===== src/rtl/mc_control_fsm_if.sv =====
// Control bundle between the multi-cycle sequencer (master) and the MIPS datapath (slave):
// IR opcode, memory handshake and all datapath mux/enable controls.
interface mc_control_fsm_if;
    logic       run;
    logic [5:0] opcode;
    logic       mem_ready;

    logic       pc_write;
    logic       pc_write_cond;
    logic       pc_write_cond_ne;
    logic       i_or_d;
    logic       mem_read;
    logic       mem_write;
    logic       ir_write;
    logic       reg_dst;
    logic       mem_to_reg;
    logic       reg_write;
    logic       alu_src_a;
    logic [1:0] alu_src_b;
    logic [1:0] alu_op;
    logic [1:0] pc_source;
    logic       lu_write;
    logic       slti_en;
    logic       fault;
    logic       illegal_op;
    logic [3:0] state_out;

    modport master (
        input  run, opcode, mem_ready,
        output pc_write, pc_write_cond, pc_write_cond_ne, i_or_d, mem_read, mem_write,
               ir_write, reg_dst, mem_to_reg, reg_write, alu_src_a, alu_src_b, alu_op,
               pc_source, lu_write, slti_en, fault, illegal_op, state_out
    );

    modport slave (
        output run, opcode, mem_ready,
        input  pc_write, pc_write_cond, pc_write_cond_ne, i_or_d, mem_read, mem_write,
               ir_write, reg_dst, mem_to_reg, reg_write, alu_src_a, alu_src_b, alu_op,
               pc_source, lu_write, slti_en, fault, illegal_op, state_out
    );
endinterface


===== src/rtl/mc_control_fsm.sv =====
// Moore multi-cycle sequencer for the 32-bit MIPS datapath with memory-ready watchdog.
// Optional PERF_CNT_EN adds cycle_cnt / instr_cnt performance counters.
module mc_control_fsm #(
    parameter int unsigned MEM_TIMEOUT = 255,
    parameter int unsigned TO_W        = 16
) (
    input  logic clk,
    input  logic rst_n,
`ifdef PERF_CNT_EN
    output logic [31:0] cycle_cnt,
    output logic [31:0] instr_cnt,
`endif
    mc_control_fsm_if.master bus
);

    typedef enum logic [3:0] {
        S_IDLE     = 4'd0,
        S_FETCH    = 4'd1,
        S_DECODE   = 4'd2,
        S_EXEC_R   = 4'd3,
        S_R_WB     = 4'd4,
        S_MEM_ADDR = 4'd5,
        S_MEM_RD   = 4'd6,
        S_MEM_WB   = 4'd7,
        S_MEM_WR   = 4'd8,
        S_BRANCH   = 4'd9,
        S_JUMP     = 4'd10,
        S_LUI_WB   = 4'd11,
        S_SLTI_EX  = 4'd12,
        S_SLTI_WB  = 4'd13,
        S_FAULT    = 4'd14
    } state_e;

    localparam logic [5:0] OP_RTYPE = 6'b000000;
    localparam logic [5:0] OP_LW    = 6'b100011;
    localparam logic [5:0] OP_SW    = 6'b101011;
    localparam logic [5:0] OP_BEQ   = 6'b000100;
    localparam logic [5:0] OP_BNE   = 6'b000101;
    localparam logic [5:0] OP_J     = 6'b000010;
    localparam logic [5:0] OP_LUI   = 6'b001111;
    localparam logic [5:0] OP_SLTI  = 6'b001010;

    // Last count value before the watchdog fires on the next stalled cycle
    localparam logic [TO_W-1:0] TO_LAST = TO_W'(MEM_TIMEOUT - 1);

    state_e          state_q, state_d;
    logic [TO_W-1:0] wait_q, wait_d;
    logic            fault_q, fault_d;
    logic            illegal_q, illegal_d;

    logic       pc_write_c;
    logic       pc_write_cond_c;
    logic       pc_write_cond_ne_c;
    logic       i_or_d_c;
    logic       mem_read_c;
    logic       mem_write_c;
    logic       ir_write_c;
    logic       reg_dst_c;
    logic       mem_to_reg_c;
    logic       reg_write_c;
    logic       alu_src_a_c;
    logic [1:0] alu_src_b_c;
    logic [1:0] alu_op_c;
    logic [1:0] pc_source_c;
    logic       lu_write_c;
    logic       slti_en_c;
    logic       mem_wait_c;
    state_e     wait_exit_c;

    always_ff @(posedge clk or negedge rst_n) begin
        if (!rst_n) begin
            state_q   <= S_IDLE;
            wait_q    <= '0;
            fault_q   <= 1'b0;
            illegal_q <= 1'b0;
        end else begin
            state_q   <= state_d;
            wait_q    <= wait_d;
            fault_q   <= fault_d;
            illegal_q <= illegal_d;
        end
    end

    // Next-state and Moore control decode
    always_comb begin
        state_d            = state_q;
        wait_d             = '0;
        fault_d            = fault_q;
        illegal_d          = illegal_q;
        pc_write_c         = 1'b0;
        pc_write_cond_c    = 1'b0;
        pc_write_cond_ne_c = 1'b0;
        i_or_d_c           = 1'b0;
        mem_read_c         = 1'b0;
        mem_write_c        = 1'b0;
        ir_write_c         = 1'b0;
        reg_dst_c          = 1'b0;
        mem_to_reg_c       = 1'b0;
        reg_write_c        = 1'b0;
        alu_src_a_c        = 1'b0;
        alu_src_b_c        = 2'b00;
        alu_op_c           = 2'b00;
        pc_source_c        = 2'b00;
        lu_write_c         = 1'b0;
        slti_en_c          = 1'b0;
        mem_wait_c         = 1'b0;
        wait_exit_c        = S_IDLE;

        case (state_q)
            S_IDLE: begin
                if (bus.run) state_d = S_FETCH;
            end
            S_FETCH: begin
                mem_read_c  = 1'b1;
                alu_src_b_c = 2'b01;
                ir_write_c  = bus.mem_ready;
                pc_write_c  = bus.mem_ready;
                mem_wait_c  = 1'b1;
                wait_exit_c = S_DECODE;
            end
            S_DECODE: begin
                alu_src_b_c = 2'b11;
                case (bus.opcode)
                    OP_RTYPE:      state_d = S_EXEC_R;
                    OP_LW, OP_SW:  state_d = S_MEM_ADDR;
                    OP_BEQ, OP_BNE: state_d = S_BRANCH;
                    OP_J:          state_d = S_JUMP;
                    OP_LUI:        state_d = S_LUI_WB;
                    OP_SLTI:       state_d = S_SLTI_EX;
                    default: begin
                        state_d   = S_FAULT;
                        fault_d   = 1'b1;
                        illegal_d = 1'b1;
                    end
                endcase
            end
            S_EXEC_R: begin
                alu_src_a_c = 1'b1;
                alu_op_c    = 2'b10;
                state_d     = S_R_WB;
            end
            S_R_WB: begin
                reg_dst_c   = 1'b1;
                reg_write_c = 1'b1;
                state_d     = S_FETCH;
            end
            S_MEM_ADDR: begin
                alu_src_a_c = 1'b1;
                alu_src_b_c = 2'b10;
                state_d     = (bus.opcode == OP_LW) ? S_MEM_RD : S_MEM_WR;
            end
            S_MEM_RD: begin
                mem_read_c  = 1'b1;
                i_or_d_c    = 1'b1;
                mem_wait_c  = 1'b1;
                wait_exit_c = S_MEM_WB;
            end
            S_MEM_WB: begin
                mem_to_reg_c = 1'b1;
                reg_write_c  = 1'b1;
                state_d      = S_FETCH;
            end
            S_MEM_WR: begin
                mem_write_c = 1'b1;
                i_or_d_c    = 1'b1;
                mem_wait_c  = 1'b1;
                wait_exit_c = S_FETCH;
            end
            S_BRANCH: begin
                alu_src_a_c        = 1'b1;
                alu_op_c           = 2'b01;
                pc_source_c        = 2'b01;
                pc_write_cond_c    = (bus.opcode == OP_BEQ);
                pc_write_cond_ne_c = (bus.opcode == OP_BNE);
                state_d            = S_FETCH;
            end
            S_JUMP: begin
                pc_write_c  = 1'b1;
                pc_source_c = 2'b10;
                state_d     = S_FETCH;
            end
            S_LUI_WB: begin
                lu_write_c  = 1'b1;
                reg_write_c = 1'b1;
                state_d     = S_FETCH;
            end
            S_SLTI_EX: begin
                alu_src_a_c = 1'b1;
                alu_src_b_c = 2'b10;
                alu_op_c    = 2'b11;
                slti_en_c   = 1'b1;
                state_d     = S_SLTI_WB;
            end
            S_SLTI_WB: begin
                slti_en_c   = 1'b1;
                reg_write_c = 1'b1;
                state_d     = S_FETCH;
            end
            S_FAULT: begin
                state_d = S_FAULT;
            end
            default: begin
                state_d = S_FAULT;
                fault_d = 1'b1;
            end
        endcase

        // Memory handshake: ready wins over the watchdog on the same cycle
        if (mem_wait_c) begin
            if (bus.mem_ready) begin
                state_d = wait_exit_c;
            end else if (wait_q == TO_LAST) begin
                state_d = S_FAULT;
                fault_d = 1'b1;
            end else begin
                wait_d = wait_q + TO_W'(1);
            end
        end
    end

    assign bus.pc_write         = pc_write_c;
    assign bus.pc_write_cond    = pc_write_cond_c;
    assign bus.pc_write_cond_ne = pc_write_cond_ne_c;
    assign bus.i_or_d           = i_or_d_c;
    assign bus.mem_read         = mem_read_c;
    assign bus.mem_write        = mem_write_c;
    assign bus.ir_write         = ir_write_c;
    assign bus.reg_dst          = reg_dst_c;
    assign bus.mem_to_reg       = mem_to_reg_c;
    assign bus.reg_write        = reg_write_c;
    assign bus.alu_src_a        = alu_src_a_c;
    assign bus.alu_src_b        = alu_src_b_c;
    assign bus.alu_op           = alu_op_c;
    assign bus.pc_source        = pc_source_c;
    assign bus.lu_write         = lu_write_c;
    assign bus.slti_en          = slti_en_c;
    assign bus.fault            = fault_q;
    assign bus.illegal_op       = illegal_q;
    assign bus.state_out        = state_q;

`ifdef PERF_CNT_EN
    logic [31:0] cycle_q, cycle_d;
    logic [31:0] instr_q, instr_d;

    // Retire = any entry into FETCH except the initial start from IDLE
    always_comb begin
        cycle_d = cycle_q;
        instr_d = instr_q;
        if (state_q != S_IDLE && state_q != S_FAULT) cycle_d = cycle_q + 32'd1;
        if (state_d == S_FETCH && state_q != S_FETCH && state_q != S_IDLE)
            instr_d = instr_q + 32'd1;
    end

    always_ff @(posedge clk or negedge rst_n) begin
        if (!rst_n) begin
            cycle_q <= '0;
            instr_q <= '0;
        end else begin
            cycle_q <= cycle_d;
            instr_q <= instr_d;
        end
    end

    assign cycle_cnt = cycle_q;
    assign instr_cnt = instr_q;
`endif

endmodule

===== src/flat_wrapper.sv =====
// flat-port wrapper written by rule: the top's interface ports become plain ports
module mc_control_fsm_flat 
#(
    parameter int unsigned MEM_TIMEOUT = 255,
    parameter int unsigned TO_W        = 16
)
  (clk, rst_n, bus_run, bus_opcode, bus_mem_ready, bus_pc_write, bus_pc_write_cond, bus_pc_write_cond_ne, bus_i_or_d, bus_mem_read, bus_mem_write, bus_ir_write, bus_reg_dst, bus_mem_to_reg, bus_reg_write, bus_alu_src_a, bus_alu_src_b, bus_alu_op, bus_pc_source, bus_lu_write, bus_slti_en, bus_fault, bus_illegal_op, bus_state_out);
  mc_control_fsm_if bus_i ();
  input  logic clk;
  input  logic rst_n;
  input wire logic [$bits(bus_i.run)-1:0] bus_run;
  input wire logic [$bits(bus_i.opcode)-1:0] bus_opcode;
  input wire logic [$bits(bus_i.mem_ready)-1:0] bus_mem_ready;
  output wire logic [$bits(bus_i.pc_write)-1:0] bus_pc_write;
  output wire logic [$bits(bus_i.pc_write_cond)-1:0] bus_pc_write_cond;
  output wire logic [$bits(bus_i.pc_write_cond_ne)-1:0] bus_pc_write_cond_ne;
  output wire logic [$bits(bus_i.i_or_d)-1:0] bus_i_or_d;
  output wire logic [$bits(bus_i.mem_read)-1:0] bus_mem_read;
  output wire logic [$bits(bus_i.mem_write)-1:0] bus_mem_write;
  output wire logic [$bits(bus_i.ir_write)-1:0] bus_ir_write;
  output wire logic [$bits(bus_i.reg_dst)-1:0] bus_reg_dst;
  output wire logic [$bits(bus_i.mem_to_reg)-1:0] bus_mem_to_reg;
  output wire logic [$bits(bus_i.reg_write)-1:0] bus_reg_write;
  output wire logic [$bits(bus_i.alu_src_a)-1:0] bus_alu_src_a;
  output wire logic [$bits(bus_i.alu_src_b)-1:0] bus_alu_src_b;
  output wire logic [$bits(bus_i.alu_op)-1:0] bus_alu_op;
  output wire logic [$bits(bus_i.pc_source)-1:0] bus_pc_source;
  output wire logic [$bits(bus_i.lu_write)-1:0] bus_lu_write;
  output wire logic [$bits(bus_i.slti_en)-1:0] bus_slti_en;
  output wire logic [$bits(bus_i.fault)-1:0] bus_fault;
  output wire logic [$bits(bus_i.illegal_op)-1:0] bus_illegal_op;
  output wire logic [$bits(bus_i.state_out)-1:0] bus_state_out;
  assign bus_i.run = bus_run;
  assign bus_i.opcode = bus_opcode;
  assign bus_i.mem_ready = bus_mem_ready;
  assign bus_pc_write = bus_i.pc_write;
  assign bus_pc_write_cond = bus_i.pc_write_cond;
  assign bus_pc_write_cond_ne = bus_i.pc_write_cond_ne;
  assign bus_i_or_d = bus_i.i_or_d;
  assign bus_mem_read = bus_i.mem_read;
  assign bus_mem_write = bus_i.mem_write;
  assign bus_ir_write = bus_i.ir_write;
  assign bus_reg_dst = bus_i.reg_dst;
  assign bus_mem_to_reg = bus_i.mem_to_reg;
  assign bus_reg_write = bus_i.reg_write;
  assign bus_alu_src_a = bus_i.alu_src_a;
  assign bus_alu_src_b = bus_i.alu_src_b;
  assign bus_alu_op = bus_i.alu_op;
  assign bus_pc_source = bus_i.pc_source;
  assign bus_lu_write = bus_i.lu_write;
  assign bus_slti_en = bus_i.slti_en;
  assign bus_fault = bus_i.fault;
  assign bus_illegal_op = bus_i.illegal_op;
  assign bus_state_out = bus_i.state_out;
  mc_control_fsm #(.MEM_TIMEOUT(MEM_TIMEOUT), .TO_W(TO_W)) u_core (.clk(clk), .rst_n(rst_n), .bus(bus_i));
endmodule

===== config.mk =====
export PLATFORM = sky130hd
export DESIGN_NAME = mc_control_fsm_flat
export DESIGN_NICKNAME = d
export VERILOG_FILES = /design/src/rtl/mc_control_fsm_if.sv /design/src/rtl/mc_control_fsm.sv /design/src/flat_wrapper.sv
export SDC_FILE = /design/constraint.sdc
export NUM_CORES = 1
export LEC_CHECK = 0
export ABC_AREA = 0
export CAP_MARGIN = 5
export CELL_PAD_IN_SITES_DETAIL_PLACEMENT = 1
export CELL_PAD_IN_SITES_GLOBAL_PLACEMENT = 2
export CORE_MARGIN = 2
export CORE_UTILIZATION = 25
export CTS_CLUSTER_SIZE = 25
export DETAILED_ROUTE_END_ITERATION = 10
export PLACE_DENSITY_LB_ADDON = 0.1
export SLEW_MARGIN = 20
export SYNTH_ARGS = -nofsm -noshare
export SYNTH_HDL_FRONTEND = slang
export SYNTH_SLANG_ARGS = --single-unit

===== constraint.sdc =====
create_clock -name clk -period 4.8 [get_ports clk]
set_clock_uncertainty 0.15 [all_clocks]
set_input_delay 0.72 -clock clk [delete_from_list [all_inputs] [get_ports clk]]
set_output_delay 0.72 -clock clk [all_outputs]
set_load 0.03 [all_outputs]

======== After elaboration in Yosys (flattened, before gate mapping) ========
Index checks and enable logic that the tools add are counted.
word-level totals
  logic and storage cells ................. 76
  output and inout bits ................... 25
  input bits .............................. 10
  register bits after elaboration ......... 22
operators by class
  muxes and demuxes ....................... 33
  $add $sub $neg .......................... 1
  bitwise operators ....................... 1
  equal/unequal tests ..................... 22
  reductions and logical operators ........ 15
operators with widths
  kind                                                                    count
  16-bit 2-to-1 mux                                                       3
  4-bit equality test, second input constant                              7
  4-bit one-hot mux with 7 select lines                                   1
  4-bit one-hot mux with 6 select lines                                   1
  4-bit 2-to-1 mux                                                        5
  1-bit 2-to-1 mux                                                        17
  16-bit by 1-bit adder with 16-bit output, second input constant         1
  16-bit by 8-bit equality test with 1-bit output, second input constant  1
  4-bit by 3-bit equality test with 1-bit output, second input constant   4
  14-bit OR reduction                                                     1
  6-bit by 3-bit equality test with 1-bit output, second input constant   2
  6-bit by 4-bit equality test with 1-bit output, second input constant   2
  6-bit equality test, second input constant                              2
  2-bit one-hot mux with 3 select lines                                   2
  2-bit OR reduction                                                      6
  3-bit one-hot mux with 3 select lines                                   1
  4-bit by 2-bit equality test with 1-bit output, second input constant   2
  4-bit OR reduction                                                      2
  8-bit OR reduction                                                      1
  6-bit by 2-bit equality test with 1-bit output, second input constant   1
  6-bit logical NOT                                                       1
  6-bit OR reduction                                                      1
  4-bit by 1-bit equality test with 1-bit output, second input constant   1
  4-bit logical NOT                                                       1
  other kinds (5)                                                         6

======== Longest topological paths before layout ========
Gate-level depths: netlist of the first run.
  depth after elaboration ................. 7
  mapped depth ............................ 8

======== Worst setup path after synthesis of the first run ========
No wires, ideal clock.
  path kind ............................... reg-to-output
  from .................................... register u_core.state_q[2], in the netlist u_core.bus.state_out[2]
  to ...................................... output port bus_alu_src_b[1]
  data required time ...................... 3.930 ns
  cell stages (with the launch flop) ...... 6
  slack ................................... 1.801 ns
  arrival time ............................ 2.129 ns
  buffers on the path ..................... 1
  cell sequence ........................... dfrtp_1 > clkbuf_1 > nand2_1 > nor2_1 > a21oi_1 > o22ai_1
on the way
  cells in the longest elaborated chain, start to end .. 3
  elaborated cells on any way between the ends .. 6
  those cells by class .................... eq/ne: 4; mux: 1; reduce/logical: 1
RTL lines
  what                                                                                          RTL line               RTL
  from (decl)                                                                                   mc_control_fsm.sv:46   state_e state_q, state_d;
  from (signal assigned)                                                                        mc_control_fsm.sv:77   state_q <= state_d;
  4-bit by 3-bit equality test with 1-bit output / 4-bit equality test (equally long branches)  mc_control_fsm.sv:109  case (state_q)
  2-bit OR reduction (no source line)                                                           n/a
  2-bit one-hot mux with 3 select lines *                                                       mc_control_fsm.sv:109
  to (decl)                                                                                     flat_wrapper.sv:25     output wire logic [$bits(bus_i.alu_src_b)-1:0] bus_alu_src_b;
Mark *: on every way between the ends. The rest lies on a longest branch, timed or not.

======== Worst setup path in the final report of the first run ========
  from .................................... input port bus_opcode[1]
  to ...................................... output port bus_pc_write_cond
on the way
  cells in the longest elaborated chain, start to end .. 2
RTL lines
  what                                            RTL line               RTL
  from (decl)                                     flat_wrapper.sv:12     input wire logic [$bits(bus_i.opcode)-1:0] bus_opcode;
  6-bit by 3-bit equality test with 1-bit output  mc_control_fsm.sv:173  pc_write_cond_c = (bus.opcode == OP_BEQ);
  1-bit 2-to-1 mux                                mc_control_fsm.sv:109
  to (decl)                                       flat_wrapper.sv:15     output wire logic [$bits(bus_i.pc_write_cond)-1:0] bus_pc_write_cond;
No other way between the ends.

==> metrics.txt, run 1 <==
# TYPE chip_impl_metric gauge
chip_impl_metric{name="final_design_area_no_fill",unit="sq um"} 2040
chip_impl_metric{name="grtUsageMet1",unit="%"} 16.7
chip_impl_metric{name="worst_slew_pin_slew",unit="ns"} 0.683
chip_impl_metric{name="post_synth_inst_count",unit=""} 206
chip_impl_info{name="cp_top_family",value="buffers and inverters"} 1
chip_impl_metric{name="chipHeight",unit="um"} 84.4
chip_impl_metric{name="wl_per_cell",unit="um"} 15.7
chip_impl_metric{name="worst-r2r-cell-count",unit=""} 5
chip_impl_metric{name="flow.area_growth_from_synthesis",unit="%"} 26.0
chip_impl_metric{name="post-route-util",unit="%"} 32.2
chip_impl_metric{name="critPathArrivalTime",unit="ns"} 2.78
chip_impl_metric{name="mappedNetlistArea",unit="sq um"} 1620
chip_impl_info{name="grt_setup_unrepaired",value="false"} 1
chip_impl_metric{name="ffs_latches_synth",unit=""} 22
chip_impl_info{name="worst_path_max_delay_cell",value="sky130_fd_sc_hd__clkdlybuf4s50_1"} 1
chip_impl_metric{name="via_per_inst",unit=""} 5.04
chip_impl_metric{name="grt_pass1_wl",unit="um"} 7850
chip_impl_metric{name="fp.dieArea",unit="sq um"} 7120
chip_impl_metric{name="grt_max_degree",unit=""} 23
chip_impl_info{name="clk_root_buffer_cell",value="sky130_fd_sc_hd__clkbuf_8"} 1
chip_impl_info{name="hold_path.class",value="input pin to asynchronous set/reset pin"} 1
chip_impl_metric{name="postCtsSetupBuffers",unit=""} 0
chip_impl_metric{name="hold_buffers",unit=""} 0
chip_impl_metric{name="post-route-drc-count",unit=""} 0
chip_impl_metric{name="place.gp.congestion",unit=""} 0.936
chip_impl_metric{name="post_cts.resized_instances",unit=""} 0
chip_impl_metric{name="maxCapViolations",unit=""} 0
chip_impl_metric{name="grt_pass1_vias",unit=""} 1555
chip_impl_metric{name="use_met2",unit="%"} 25.2
chip_impl_metric{name="synth_edf_count",unit=""} 0
chip_impl_info{name="run_status",value="finished clean"} 1
chip_impl_metric{name="path_buf_inv",unit=""} 2
chip_impl_metric{name="fin_max_slew_vios",unit=""} 0
chip_impl_info{name="synth_top_area_cell",value="sky130_fd_sc_hd__dfrtp_1"} 1
chip_impl_metric{name="place_hpwl",unit="um"} 3700
chip_impl_metric{name="peak_per_stage_delay_on_the_critical_path",unit="ns"} 0.67
chip_impl_metric{name="layout-drive-gt1-share",unit="%"} 5.65
chip_impl_metric{name="floorplan.initialDensity",unit="%"} 25.6
chip_impl_info{name="critical_path.startpoint_type",value="input pin"} 1
chip_impl_metric{name="row_count",unit=""} 29
chip_impl_metric{name="timing.critical_path.required",unit="ns"} 3.93
chip_impl_metric{name="clock_insertion_delay_worst_skew",unit="ns"} 0.26
chip_impl_metric{name="power_density_over_the_cells",unit="nW/um^2"} 462
chip_impl_metric{name="static-leakage-power",unit="nW"} 0.783
chip_impl_metric{name="synth_top_area_share",unit="%"} 34.1
chip_impl_metric{name="drt_iter0_drc",unit=""} 57
chip_impl_info{name="grt_busiest_layer",value="met2"} 1
chip_impl_metric{name="cp.depth",unit=""} 6
chip_impl_metric{name="die_width",unit="um"} 84.4
chip_impl_metric{name="total_number_of_h_tree_levels",unit=""} 1
chip_impl_metric{name="drtPass1Iterations",unit=""} 4
chip_impl_metric{name="clkTransAtPathRegs",unit="ns"} 0.07
chip_impl_metric{name="num_vias",unit=""} 1547
chip_impl_metric{name="finalSetupViolations",unit=""} 0
chip_impl_metric{name="ctsLongestPathBuffers",unit=""} 2
chip_impl_metric{name="setup_tns",unit="ns"} 0
chip_impl_metric{name="totalWireLength",unit="um"} 4820
chip_impl_metric{name="hold_ws",unit="ns"} 0.265
chip_impl_metric{name="worst_ir_drop_on_vdd",unit="mV"} 0.157
chip_impl_metric{name="grt_util_met3",unit="%"} 1.28
chip_impl_metric{name="synth_seq_area_share",unit="%"} 34.1
chip_impl_info{name="worstPathCellList",value="clkdlybuf4s50_1 > nor3_1 > nand2_1 > nor4_1 > nor2b_1 > clkdlybuf4s50_1"} 1
chip_impl_metric{name="number_of_antenna_violations_at_the_first_check_in_global_routing",unit=""} 0
chip_impl_metric{name="core_area",unit="sq um"} 6310
chip_impl_metric{name="ant_nets",unit=""} 0
chip_impl_info{name="crit_path_frequent_cell",value="sky130_fd_sc_hd__clkdlybuf4s50_1"} 1
chip_impl_metric{name="overflow",unit=""} 0
chip_impl_metric{name="antenna-diode-count",unit=""} 0
chip_impl_metric{name="timing.final.crit_period",unit="ns"} 3.65
chip_impl_metric{name="design.final.nets",unit=""} 243
chip_impl_metric{name="synthesis.nets",unit=""} 218
chip_impl_metric{name="achievable-frequency",unit="MHz"} 274
chip_impl_metric{name="io_pins",unit=""} 35
chip_impl_info{name="netlist_top_cells_area",value="sky130_fd_sc_hd__dfrtp_1 (34%), sky130_fd_sc_hd__nor2_1 (8.1%), sky130_fd_sc_hd__nand2_1 (4.4%)"} 1
chip_impl_metric{name="numCtsBuffers",unit=""} 3
chip_impl_info{name="synthFlopType",value="sky130_fd_sc_hd__dfrtp_1"} 1
chip_impl_metric{name="async_flop_share",unit="%"} 100
chip_impl_metric{name="postSynthAreaPerCell",unit="sq um"} 7.84
chip_impl_metric{name="finalHoldViolations",unit=""} 0
chip_impl_metric{name="yosys.cell_types.count",unit=""} 46
chip_impl_info{name="worstSetupEndpointType",value="output port"} 1
chip_impl_metric{name="grtUsageTotal",unit="%"} 13.5
chip_impl_metric{name="port_buffers",unit=""} 34
chip_impl_metric{name="timing.critical_path.fanout_max",unit=""} 7
chip_impl_metric{name="final.period_utilization",unit="%"} 76.1
chip_impl_info{name="cts_tree",value="built"} 1
chip_impl_info{name="path_class",value="input pin to output port"} 1
chip_impl_metric{name="report.power.total",unit="W"} 0.000940
chip_impl_metric{name="clock_sink_count",unit=""} 22
chip_impl_metric{name="placed_area",unit="sq um"} 1990
chip_impl_metric{name="max_slew_headroom",unit="%"} 54.4
chip_impl_metric{name="yosysWarnings",unit=""} 0
[flip-flops by register name, summed over array words and instances (netlist names)]
name	flops
u_core.bus.fault	1
u_core.bus.illegal_op	1
u_core.bus.state_out	4
u_core.wait_q	16
[worst paths after layout]
| path | start | endpoint | slack (ns) |
|---|---|---|---|
| worst max register to register | u_core.bus.state_out[1] | u_core.bus.state_out[2] | 2.50 |
| min in group clk | u_core.bus.illegal_op | u_core.bus.illegal_op | 0.32 |
| worst min-delay path | rst_n | u_core.wait_q[1] | 0.26 |
| worst max-delay path | bus_opcode[1] | bus_pc_write_cond | 1.15 |
| worst min register to register | u_core.bus.illegal_op | u_core.bus.illegal_op | 0.32 |
| max in group asynchronous | rst_n | u_core.wait_q[4] | 3.91 |
[power by group]
group	switching, W	total (W)	internal (W)
Clock	0.0000564	0.000129	0.0000730
Sequential	0.0000738	0.000277	0.000204
Combinational	0.000322	0.000533	0.000211
[cells by family (layout without fill, tap and decap cells)]
family | count (synthesis) | after routing | synth area share, %
buffers and inverters | 21 | 45 | 5.73
adders and majority gates | 2 | 2 | 1.55
muxes | 1 | 1 | 0.620
and+or+nand+nor | 105 | 105 | 33.5
AOI/OAI and AO/OA | 40 | 40 | 16.3
DFF | 22 | 22 | 34.1
xor gates and xnor gates | 15 | 15 | 8.13
[worst register-to-register path, cell delays in order (launching register included)]
cell,delay (ns)
sky130_fd_sc_hd__dfrtp_1,0.77
sky130_fd_sc_hd__nand2b_1,0.42
sky130_fd_sc_hd__nor2_1,0.14
sky130_fd_sc_hd__or2_2,0.36
sky130_fd_sc_hd__nand3_1,0.14
sky130_fd_sc_hd__o311ai_0,0.17
[area by class of cell]
class                      count  area (sq um)
fill                         759          4280
multi-input combinational    163           972
sequential                    22           551
timing repair buffer          34           335
tap                           77          96.3
clock buffer                   4          55.1
inverter                       7          26.3
[metrics by stage]
stage               worst slack, ns  instances
global route                  0.924        307
finish                         1.15        307
floorplan                      1.80        206
global placement               1.27        303
detailed placement             1.15        303
CTS                            1.15        307
[metal layers]
layer | part of all wire [%] | wire length [um]
met5 | 0 | 0
met4 | 0.48 | 23
met2 | 52 | 2500
met3 | 3.8 | 183
met1 | 44 | 2110
[cells in the final DEF (no fill, tap or decap), types with 4 or more instances in the layout]
master                            count
sky130_fd_sc_hd__nor3_1               7
sky130_fd_sc_hd__clkdlybuf4s50_1     33
sky130_fd_sc_hd__dfrtp_1             22
sky130_fd_sc_hd__or2_2                4
sky130_fd_sc_hd__nor2_1              35
sky130_fd_sc_hd__nand2_1             19
sky130_fd_sc_hd__nand2b_1             6
sky130_fd_sc_hd__xor2_1               8
sky130_fd_sc_hd__xnor2_1              7
sky130_fd_sc_hd__inv_1                7
sky130_fd_sc_hd__o22ai_1              7
sky130_fd_sc_hd__nand3_1              9
sky130_fd_sc_hd__a21oi_1             13
sky130_fd_sc_hd__clkbuf_8             4
[cell usage after synthesis (3+ instances only)]
library cell,instances
sky130_fd_sc_hd__inv_1,7
sky130_fd_sc_hd__nor3_1,7
sky130_fd_sc_hd__nand4_1,3
sky130_fd_sc_hd__and3_1,3
sky130_fd_sc_hd__clkbuf_1,9
sky130_fd_sc_hd__o22ai_1,7
sky130_fd_sc_hd__or2_2,4
sky130_fd_sc_hd__nor2_1,35
sky130_fd_sc_hd__nand2_1,19
sky130_fd_sc_hd__a21oi_1,13
sky130_fd_sc_hd__o21ai_0,3
sky130_fd_sc_hd__nand2b_1,6
sky130_fd_sc_hd__nand3_1,9
sky130_fd_sc_hd__xnor2_1,7
sky130_fd_sc_hd__xor2_1,8
sky130_fd_sc_hd__dfrtp_1,22
sky130_fd_sc_hd__nor2b_1,3
(Power assumes the default switching activity.)
==> inputs of run 2 (changes only) <==
clock period = 3.4 ns   (was 4.8 ns; I/O delays follow)
==> run 2 against run 1 <==
  * Via count is 1.4% higher
  * Wire length is 2.2% higher
  * First-iteration DRC count is 70% higher
  * Critical path depth stayed put
  * Register-to-register slack worse by 1.2 ns
  * Cell count is 1.3% higher
  * Power is 51% higher
  * Combinational power is 55% higher
  * Non-clock buffer count is 4 higher
  * Largest power group unchanged
==> metrics.txt, run 2 (synthesis gave the netlist of run 1 again) <==
# TYPE chip_impl_metric gauge
chip_impl_metric{name="finalHoldViolations",unit=""} 0
chip_impl_metric{name="floorplan.initialDensity",unit="%"} 25.6
chip_impl_info{name="cts_tree",value="built"} 1
chip_impl_metric{name="achievable-frequency",unit="MHz"} 317
chip_impl_metric{name="io_pins",unit=""} 35
chip_impl_metric{name="post-route-util",unit="%"} 33.1
chip_impl_info{name="run_status",value="finished clean"} 1
chip_impl_metric{name="total_number_of_h_tree_levels",unit=""} 1
chip_impl_info{name="hold_path.class",value="input pin to asynchronous set/reset pin"} 1
chip_impl_metric{name="setup_slack",unit="ns"} 0.245
chip_impl_metric{name="ctsLongestPathBuffers",unit=""} 2
chip_impl_metric{name="ant_nets",unit=""} 0
chip_impl_metric{name="grt_pass1_wl",unit="um"} 8040
chip_impl_info{name="grt_setup_unrepaired",value="false"} 1
chip_impl_metric{name="core_area",unit="sq um"} 6310
chip_impl_metric{name="grt_pass1_vias",unit=""} 1609
chip_impl_metric{name="place_hpwl",unit="um"} 3760
chip_impl_metric{name="numCtsBuffers",unit=""} 3
chip_impl_metric{name="antenna-diode-count",unit=""} 0
chip_impl_metric{name="static-leakage-power",unit="nW"} 0.811
chip_impl_metric{name="place.gp.congestion",unit=""} 0.865
chip_impl_metric{name="drt_iter0_drc",unit=""} 97
chip_impl_metric{name="worst_slew_pin_slew",unit="ns"} 0.544
chip_impl_info{name="final_common_cell",value="sky130_fd_sc_hd__nor2_1"} 1
chip_impl_metric{name="final.fill_count",unit=""} 760
chip_impl_metric{name="overflow",unit=""} 0
chip_impl_metric{name="wl_per_cell",unit="um"} 15.8
chip_impl_metric{name="clock_sink_count",unit=""} 22
chip_impl_metric{name="design.final.nets",unit=""} 247
chip_impl_metric{name="chipHeight",unit="um"} 84.4
chip_impl_metric{name="largest_register_ffs",unit=""} 16
chip_impl_metric{name="flow.area_growth_from_synthesis",unit="%"} 29.2
chip_impl_metric{name="post-route-drc-count",unit=""} 0
chip_impl_metric{name="multiInputGateArea",unit="sq um"} 977
chip_impl_metric{name="final.period_utilization",unit="%"} 92.8
chip_impl_metric{name="row_count",unit=""} 29
chip_impl_metric{name="power_density_over_the_cells",unit="nW/um^2"} 680
chip_impl_metric{name="finalSetupViolations",unit=""} 0
chip_impl_info{name="path_class",value="input pin to output port"} 1
chip_impl_metric{name="max_slew_headroom",unit="%"} 63.7
chip_impl_metric{name="totalWireLength",unit="um"} 4930
chip_impl_metric{name="number_of_antenna_violations_at_the_first_check_in_global_routing",unit=""} 0
chip_impl_info{name="worst_path_max_delay_cell",value="sky130_fd_sc_hd__clkdlybuf4s50_1"} 1
chip_impl_metric{name="drtPass1Iterations",unit=""} 4
chip_impl_metric{name="fin_max_slew_vios",unit=""} 0
chip_impl_metric{name="die_width",unit="um"} 84.4
chip_impl_metric{name="grt_max_degree",unit=""} 23
chip_impl_metric{name="worst-r2r-cell-count",unit=""} 5
chip_impl_metric{name="critPathArrivalTime",unit="ns"} 2.49
chip_impl_metric{name="path_buf_inv",unit=""} 2
chip_impl_metric{name="via_per_inst",unit=""} 5.05
chip_impl_metric{name="report.power.total",unit="W"} 0.00142
chip_impl_metric{name="maxCapViolations",unit=""} 0
chip_impl_metric{name="hold_ws",unit="ns"} 0.0444
chip_impl_info{name="worstPathCellList",value="clkdlybuf4s50_1 > nor3_2 > nand2_1 > nor4_1 > nor2b_1 > clkdlybuf4s50_1"} 1
chip_impl_info{name="crit_path_frequent_cell",value="sky130_fd_sc_hd__clkdlybuf4s50_1"} 1
chip_impl_metric{name="fp.dieArea",unit="sq um"} 7120
chip_impl_metric{name="num_vias",unit=""} 1569
chip_impl_metric{name="seq_area",unit="sq um"} 551
chip_impl_info{name="highest_count_cells_in_the_layout_ignoring_fill_and_taps",value="sky130_fd_sc_hd__nor2_1 (35), sky130_fd_sc_hd__clkdlybuf4s50_1 (33), sky130_fd_sc_hd__dfrtp_1 (22)"} 1
chip_impl_metric{name="clkTransAtPathRegs",unit="ns"} 0.08
chip_impl_info{name="regMostFlops",value="u_core.wait_q"} 1
chip_impl_metric{name="timing.final.crit_period",unit="ns"} 3.15
chip_impl_metric{name="post_cts.resized_instances",unit=""} 0
chip_impl_metric{name="cp.depth",unit=""} 6
chip_impl_metric{name="layout-drive-gt1-share",unit="%"} 7.69
chip_impl_metric{name="clock_insertion_delay_worst_skew",unit="ns"} 0.27
chip_impl_metric{name="placement.setup.worst_slack",unit="ns"} 0.172
chip_impl_info{name="cp_top_family",value="buffers and inverters"} 1
chip_impl_info{name="worstSetupEndpointType",value="output port"} 1
chip_impl_metric{name="worst_ir_drop_on_vdd",unit="mV"} 0.278
chip_impl_metric{name="port_buffers",unit=""} 34
chip_impl_metric{name="hold_buffers",unit=""} 0
chip_impl_metric{name="postCtsSetupBuffers",unit=""} 0
chip_impl_metric{name="grtUsageTotal",unit="%"} 14.0
chip_impl_metric{name="timing.critical_path.required",unit="ns"} 2.74
chip_impl_info{name="critical_path.startpoint_type",value="input pin"} 1
chip_impl_metric{name="setup_tns",unit="ns"} 0
chip_impl_metric{name="timing.critical_path.fanout_max",unit=""} 7
chip_impl_metric{name="peak_per_stage_delay_on_the_critical_path",unit="ns"} 0.67
chip_impl_info{name="clk_root_buffer_cell",value="sky130_fd_sc_hd__clkbuf_8"} 1
[run 2: cell types whose count changed in the layout (fill, tap and decap cells not counted), sizes merged]
cell | previous run | this run
clkbuf | 4 | 3
bufinv | 0 | 1
buf | 1 | 5
[run 2: worst register-to-register path: cells and delay by family, from the launching register on]
family	cells	cell delay, ns
simple gates	4	0.91
compound gates	1	0.16
flops	1	0.69
[run 2: path summary, 6_finish.rpt]
| check | from | end | slack (ns) |
|---|---|---|---|
| setup reg to reg | u_core.bus.state_out[2] | u_core.bus.state_out[2] | 1.35 |
| setup / recovery | bus_opcode[1] | bus_pc_write_cond | 0.25 |
| hold / removal | rst_n | u_core.wait_q[3] | 0.04 |
| max in group asynchronous | rst_n | u_core.bus.state_out[1] | 2.73 |
| hold reg to reg | u_core.bus.illegal_op | u_core.bus.illegal_op | 0.32 |
| min in group clk | u_core.bus.illegal_op | u_core.bus.illegal_op | 0.32 |
[run 2: metal layers]
| metal | track usage (%) | routed length [um] | part of all wire (%) |
|---|---|---|---|
| met1 | 16.4 | 2150 | 44 |
| met2 | 26.3 | 2530 | 51 |
| met3 | 1.08 | 140 | 2.8 |
| met4 | 5.19 | 101 | 2.1 |
| met5 | 0 | 0 | 0 |
[run 2: power by group]
part	internal, W	switching, W	leakage (nW)	total, W
logic	0.000317	0.000509	0.483	0.000826
clock network	0.000157	0.0000892	0.0357	0.000247
registers	0.000288	0.0000584	0.292	0.000347
total	0.000763	0.000656	0.811	0.00142
[run 2: layout make-up]
cell class                      instances  area share, %
Clock inverter                          1           1.44
Inverter                                7           1.26
Timing Repair Buffer                   38           17.5
Sequential cell                        22           26.4
Tap cell                               77           4.62
Clock buffer                            3           1.98
Multi-Input combinational cell        163           46.8
[run 2: stage by stage]
step | instances | cell area, sq um
final | 311 | 2090
after global routing | 311 | 2090
after CTS | 311 | 2090
after detailed placement | 307 | 2020
after global placement | 307 | 2020
after floorplan | 206 | 1620
